[src/rtl/seq_serializer.sv]
// Parallel-to-serial front end: word FIFO plus bit shifter.
// Queued words stream out back-to-back with no idle bits.
module seq_serializer #(
   parameter int N     = 4,
   parameter int DEPTH = 4,
   parameter int LW    = $clog2(DEPTH) + 1
) (
   input  logic          clk,
   input  logic          rst_n,
   input  logic [N-1:0]  din,
   input  logic          din_valid,
   output logic          din_ready,
   input  logic          msb_first,
   output logic          outbit,
   output logic          out_valid,
   output logic          busy,
   output logic [LW-1:0] level
);

   localparam int AW = (DEPTH > 1) ? $clog2(DEPTH) : 1;
   localparam int CW = (N > 1) ? $clog2(N) : 1;

   typedef enum logic {
      IDLE,
      SHIFT
   } state_t;

   state_t        state, state_nx;
   logic [N:0]    mem [DEPTH];
   logic [AW-1:0] wptr, rptr;
   logic [N-1:0]  shreg;
   logic          ord;
   logic [CW-1:0] cnt;
   logic          push, pop;
   logic          last;

   assign din_ready = (level != LW'(DEPTH));
   assign push      = din_valid && din_ready;
   assign last      = (cnt == CW'(N - 1));

   always_comb begin
      state_nx = state;
      pop      = 1'b0;
      unique case (state)
         IDLE: begin
            if (level != '0) begin
               pop      = 1'b1;
               state_nx = SHIFT;
            end
         end
         SHIFT: begin
            if (last) begin
               if (level != '0) begin
                  pop = 1'b1;
               end else begin
                  state_nx = IDLE;
               end
            end
         end
         default: state_nx = IDLE;
      endcase
   end

   always_ff @(posedge clk or negedge rst_n) begin
      if (!rst_n) begin
         state <= IDLE;
      end else begin
         state <= state_nx;
      end
   end

   // Storage is not reset; pointers and level define validity.
   always_ff @(posedge clk) begin
      if (push) begin
         mem[wptr] <= {msb_first, din};
      end
   end

   always_ff @(posedge clk or negedge rst_n) begin
      if (!rst_n) begin
         wptr  <= '0;
         rptr  <= '0;
         level <= '0;
      end else begin
         if (push) wptr <= wptr + AW'(1);
         if (pop)  rptr <= rptr + AW'(1);
         unique case ({push, pop})
            2'b10:   level <= level + LW'(1);
            2'b01:   level <= level - LW'(1);
            default: level <= level;
         endcase
      end
   end

   // Shift toward whichever end the stored order bit selects.
   always_ff @(posedge clk or negedge rst_n) begin
      if (!rst_n) begin
         shreg <= '0;
         ord   <= 1'b0;
         cnt   <= '0;
      end else if (pop) begin
         {ord, shreg} <= mem[rptr];
         cnt          <= '0;
      end else if (state == SHIFT) begin
         cnt <= cnt + CW'(1);
         if (ord) begin
            shreg <= {shreg[N-2:0], 1'b0};
         end else begin
            shreg <= {1'b0, shreg[N-1:1]};
         end
      end
   end

   assign out_valid = (state == SHIFT);
   assign busy      = (state == SHIFT);
   assign outbit    = (state == SHIFT) && (ord ? shreg[N-1] : shreg[0]);

endmodule

[config.mk]
export PLATFORM = sky130hd
export DESIGN_NAME = seq_serializer
export DESIGN_NICKNAME = d
export VERILOG_FILES = /design/src/rtl/seq_serializer.sv
export SDC_FILE = /design/constraint.sdc
export NUM_CORES = 1
export LEC_CHECK = 0
export BUFFER_PORTS_ARGS = -buffer_cell sky130_fd_sc_hd__buf_2
export CAP_MARGIN = 20
export CORE_AREA = 2 2 56 58
export DETAILED_ROUTE_END_ITERATION = 12
export DIE_AREA = 0 0 58 60
export MAX_ROUTING_LAYER = met4
export PLACE_DENSITY_LB_ADDON = 0.3
export SYNTH_ARGS = -nofsm -noshare
export SYNTH_HDL_FRONTEND = slang
export SYNTH_SLANG_ARGS = --single-unit
[constraint.sdc]
create_clock -name clk -period 2.5 [get_ports clk]
set_input_delay 0.125 -clock clk [delete_from_list [all_inputs] [get_ports clk]]
set_output_delay 0.125 -clock clk [all_outputs]
set_load 0.005 [all_outputs]
**After elaboration in Yosys (flattened, before gate mapping)**

Memories as Yosys holds them, arrays and structs flattened.
Cells that the tools add are included.

- Register bits after elaboration: 15
- Bits in writable memories: 20
- Input bits: 8
- Output and inout port bits: 7
- Word-level logic and storage cells: 37
- Memories: 1

- $add $sub $neg: 5
- Equal/unequal tests: 4
- Muxes and demuxes: 14
- Bitwise gates (word level): 1
- Reductions and logical operators: 5

Memories:

| name | depth | width | rd ports | clocked after Yosys merged registers in | wr ports | line | text |
|---|---|---|---|---|---|---|---|
| mem | 4 | 5 | 1 | 0 | 1 | 29 | `logic [N:0] mem [DEPTH];` |

Operator list:

| kind | count |
|---|---|
| two-way mux 4 bit | 3 |
| adder 2 x 1 -> 2 bit, second input constant | 3 |
| two-way mux 1 bit | 6 |
| case mux 3 bit (2 select lines) | 1 |
| == test 2 bit, second input constant | 2 |
| two-way mux 2 bit | 2 |
| case mux 1 bit (2 select lines) | 2 |
| nonzero test 2 bit | 2 |
| adder 3 x 1 -> 3 bit, second input constant | 1 |
| inequality test 3 bit, second input constant | 1 |
| nonzero test 3 bit | 1 |
| subtractor 3 x 1 -> 3 bit, second input constant | 1 |
| == test 2 x 1 -> 1 bit, second input constant | 1 |
| logical AND 1 bit | 2 |
| NOT 1 bit | 1 |

**Depth between registers and ports, before layout**

- Depth after elaboration: 6
- Depth in mapped cells: 8
- Gate-level depth less buffers: 8

**Worst setup path after synthesis**

Ideal clock, no wire load.

- Kind: register -> register
- Start: reg level[0]
- End: reg level[1]
- Setup time: 0.125 ns
- Data arrival time: 1.961 ns
- Data required time: 2.375 ns
- Setup slack: 0.414 ns
- Cell stages (with the launch flop): 7
- Buffers on the path: 0
- Period minus slack after synthesis: 2.086 ns
- Cell sequence: dfrtp_1 > or3b_4 > and2_4 > inv_1 > ha_1 > fa_1 > mux2_2

- Elaborated cells between the ends (all ways): 12
- Classes of those cells: add/sub (2); eq/ne (3); mux (4); reduce/logical (3)

RTL lines:

| item | line | text |
|---|---|---|
| start, declared | 17 | `output logic [LW-1:0] level` |
| start signal, assigned | 88 | `2'b10: level <= level + LW'(1);` |
| start signal, assigned | 89 | `2'b01: level <= level - LW'(1);` |
| start signal, assigned | 90 | `default: level <= level;` |
| inequality test 3 bit (*) | 37 | `assign din_ready = (level != LW'(DEPTH));` |
| named net din_ready | 12 | `output logic din_ready,` |
| logical AND 1 bit (*) | 38 | `assign push = din_valid && din_ready;` |
| == test 2 x 1 -> 1 bit / == test 2 bit (equally long branches) | 87 | `unique case ({push, pop})` |
| case mux 3 bit (2 select lines) / nonzero test 2 bit (equally long branches) | - |  |

Mark *: on every way through the listed nets, which the timed path passes. The rest lies on a longest branch.
A chain may end at the register's enable or synchronous reset.

**Worst setup path after layout**

- Start: reg level[0]
- End: reg level[1]

- Longest elaborated chain between the ends: 6
- Elaborated cells between the ends (all ways): 12
- Classes of those cells: add/sub (2); eq/ne (3); mux (4); reduce/logical (3)

RTL lines:

| item | line | text |
|---|---|---|
| nonzero test 3 bit | 46, 53 |  |
| two-way mux 1 bit | 46, 53 |  |
| two-way mux 1 bit | 52 | `if (last) begin` |
| case mux 1 bit (2 select lines) | 44 | `unique case (state)` |
| == test 2 x 1 -> 1 bit / == test 2 bit (equally long branches) | 87 |  |
| case mux 3 bit (2 select lines) / nonzero test 2 bit (equally long branches) | - |  |

Parallel ways exist; a longest one is shown, timed or not.

==> impl_results.md <==
* Outcome: finished, final reports clean
* Setup TNS at 0 ns
* DRT Pass-1 Iters at 6
* Avg Inst Size Synth at 14.9 um2
* H-tree Lvls at 2
* Relative slew slack at 0.530
* 1st-iter DRT viols at 15
* Row cnt at 20
* R2r setup slk at 0.30 ns
* Synth warnings at 0
* Max_cap viols at 0
* Critical Path, Cell by Cell: or3b_4 -> and2_4 -> inv_1 -> ha_1 -> fa_1 -> mux2_2
* Post-Layout Cell Count at 162
* Unique cell type count in the Yosys netlist at 30
* RD Place Congestion at 0.744
* Cell count after synthesis at 105
* Post-route DRC at 0
* CP startpoint kind: register
* All-Layer GR Usage at 0.188
* Worst skew pair latency at 0.33 ns
* Tmin final at 2.20 ns
* Die Width at 58 um
* Slew Limit Fails at 0
* CTS Sinks at 35
* HPWL Detailed at 1.80 mm
* Final ANT Viol Nets at 0
* Routed Wire Length at 2.55 mm
* Crit path required time at 2.73 ns
* Vias in the first global route at 911
* Initial Utilization at 0.537
* Root buffer cell: clkbuf_4
* Crit end category: register
* Largest net degree at the start of global routing at 16
* Antenna fix cells at 0
* CTS tree: built
* Final Cycle Share at 0.881
* Postcts setup bufs at 0
* RSZ-0062 raised after global routing: no
* Layout Skew at 0.00896 ns
* Post-synthesis sequential area ratio at 0.626
* Worst-path fanout max at 8
* DR vias/cell at 5.40
* Synth-to-layout area growth at 14.4%
* Area contributors post-synth: edfxtp_1 (38%), dfrtp_1 (24%), mux4_2 (7.2%)
* Grt total ovfl at 0
* FILL cells at 214
* Clock transition at path regs at 0.11 ns
* Net Count, Synth at 120
* CP max stage delay at 0.48 ns
* Initial antenna violation count at 0
* Synthesized area at 0.00156 mm2
* Worst path buffer plus inverter count at 1
* Post-synth top area cell: edfxtp_1
* P_leak at 0.714 nW
* Peak supply drop at 665 uV
* Post-synth top area share at 0.385
* Wire per inst at 15.8 um
* Final hold viol count at 0
* # port buffers at 14
* Final net count at 143
* Die footprint at 0.00348 mm2
* Tightest Hold Check Type: input pin to register
* CTS max path bufs at 2
* Critical path type: register to register
* Worst path slowest cell: dfrtp_1
* Power Density at 1170 mW/mm2
* Max Freq at 454 MHz
* Number of buffers created by CTS at 5
* I/O pins at 15
* Critical Path AT at 2.43 ns
* Post-CTS Hold Fix Bufs at 5
* # placed instances at 149
* Die Ht at 60 um
* Synth Register Bits at 35
* Share of cells above drive strength 1 at 0.302
* Worst slew pin tran at 0.698 ns
* First-pass GRT wire length at 4.51 mm
* Crit path max-delay family: simple AND/OR/NAND/NOR gates
* Hold_ws at 0.0169 ns
* Resized Gates After CTS at 0
* Core footprint at 0.00290 mm2
* Via count at 874
* Final setup vio count at 0
[cell usage in the layout (no fill, tap or decap), types with 3 or more instances in the layout]
master / n
edfxtp_1: 20
dfrtp_1: 15
buf_2: 14
nand2_1: 6
nand3_1: 6
ha_1: 6
mux4_2: 5
o21ai_0: 5
clkbuf_4: 5
dlygate4sd3_1: 5
nor2_1: 4
and3_2: 4
xnor2_1: 4
mux2_2: 4
inv_1: 3
[per-stage QoR]
stage	area, um2	setup WS (ns)	power, mW	util
final	1790	0.297	2.09	0.615
after global routing	1790	0.192	2.25	0.615
after floorplan	1560	0.414	1.51	-
after detailed placement	1660	0.326	1.71	0.572
after CTS	1790	0.298	2.11	0.615
after global placement	1660	0.406	1.67	0.572
[registers in the layout, summed over array words and instances, names as in the netlist]
register	flops
cnt	2
mem	20
wptr	2
ord	1
rptr	2
busy	1
level	3
shreg	4
[power breakdown]
group / total, mW / leakage [nW] / switching, mW / internal (mW)
logic: 0.717 / 0.309 / 0.318 / 0.399
registers: 0.981 / 0.362 / 0.179 / 0.802
clock network: 0.391 / 0.0426 / 0.185 / 0.206
[layout make-up]
type | instances | area, um2 | area share
flip-flops and latches | 35 | 976 | 0.547
multi-input cells | 63 | 553 | 0.310
well taps | 33 | 41.3 | 0.0231
repair buffers | 20 | 128 | 0.0715
clock buffers | 5 | 37.5 | 0.0210
inverters | 3 | 11.3 | 0.00631
clock inverters | 3 | 38.8 | 0.0217
[synth_stat cells]
library cell / instances
a31oi_1: 2
and2_4: 1
and3_2: 4
buf_2: 1
buf_4: 1
clkbuf_1: 2
dfrtp_1: 15
edfxtp_1: 20
fa_1: 1
ha_1: 6
inv_1: 3
mux2_2: 4
mux2_4: 1
mux2i_1: 1
mux4_2: 5
nand2_1: 6
nand2b_1: 1
nand3_1: 6
nand3b_1: 1
nor2_1: 4
nor2b_1: 2
nor3_1: 1
nor4_1: 1
o211ai_1: 2
o21ai_0: 5
or3_2: 1
or3b_4: 1
or4_1: 1
xnor2_1: 4
xor2_1: 2
[cells by family after synthesis]
kind of cell	count (synthesis)	share of synthesized area
simple gates	30	0.109
compound gates	9	0.0337
xor+xnor	6	0.0337
fa+ha+maj	7	0.0609
buf+inv	7	0.0200
mux	11	0.117
flops	35	0.626
[worst paths after layout]
kind	start	endpoint	depth (start not counted)
max in group asynchronous	rst_n	wptr[0]	2
setup / recovery	level[0]	level[1]	6
min in group asynchronous	rst_n	shreg[0]	2
hold reg to reg	cnt[1]	cnt[1]	2
setup reg to reg	level[0]	level[1]	6
hold / removal	din[1]	mem[0][1]	1
[routing by layer]
| layer | vias to the layer above | global-route usage | share of wire |
|---|---|---|---|
| met3 | 9 | 0.0584 | 0.040 |
| met4 | 0 | 0.0831 | 0.026 |
| li1 | 435 | - | - |
| met2 | 17 | 0.286 | 0.48 |
| met5 | - | - | 0 |
| met1 | 413 | 0.234 | 0.45 |
No activity file was read; power rests on OpenSTA's default activity.
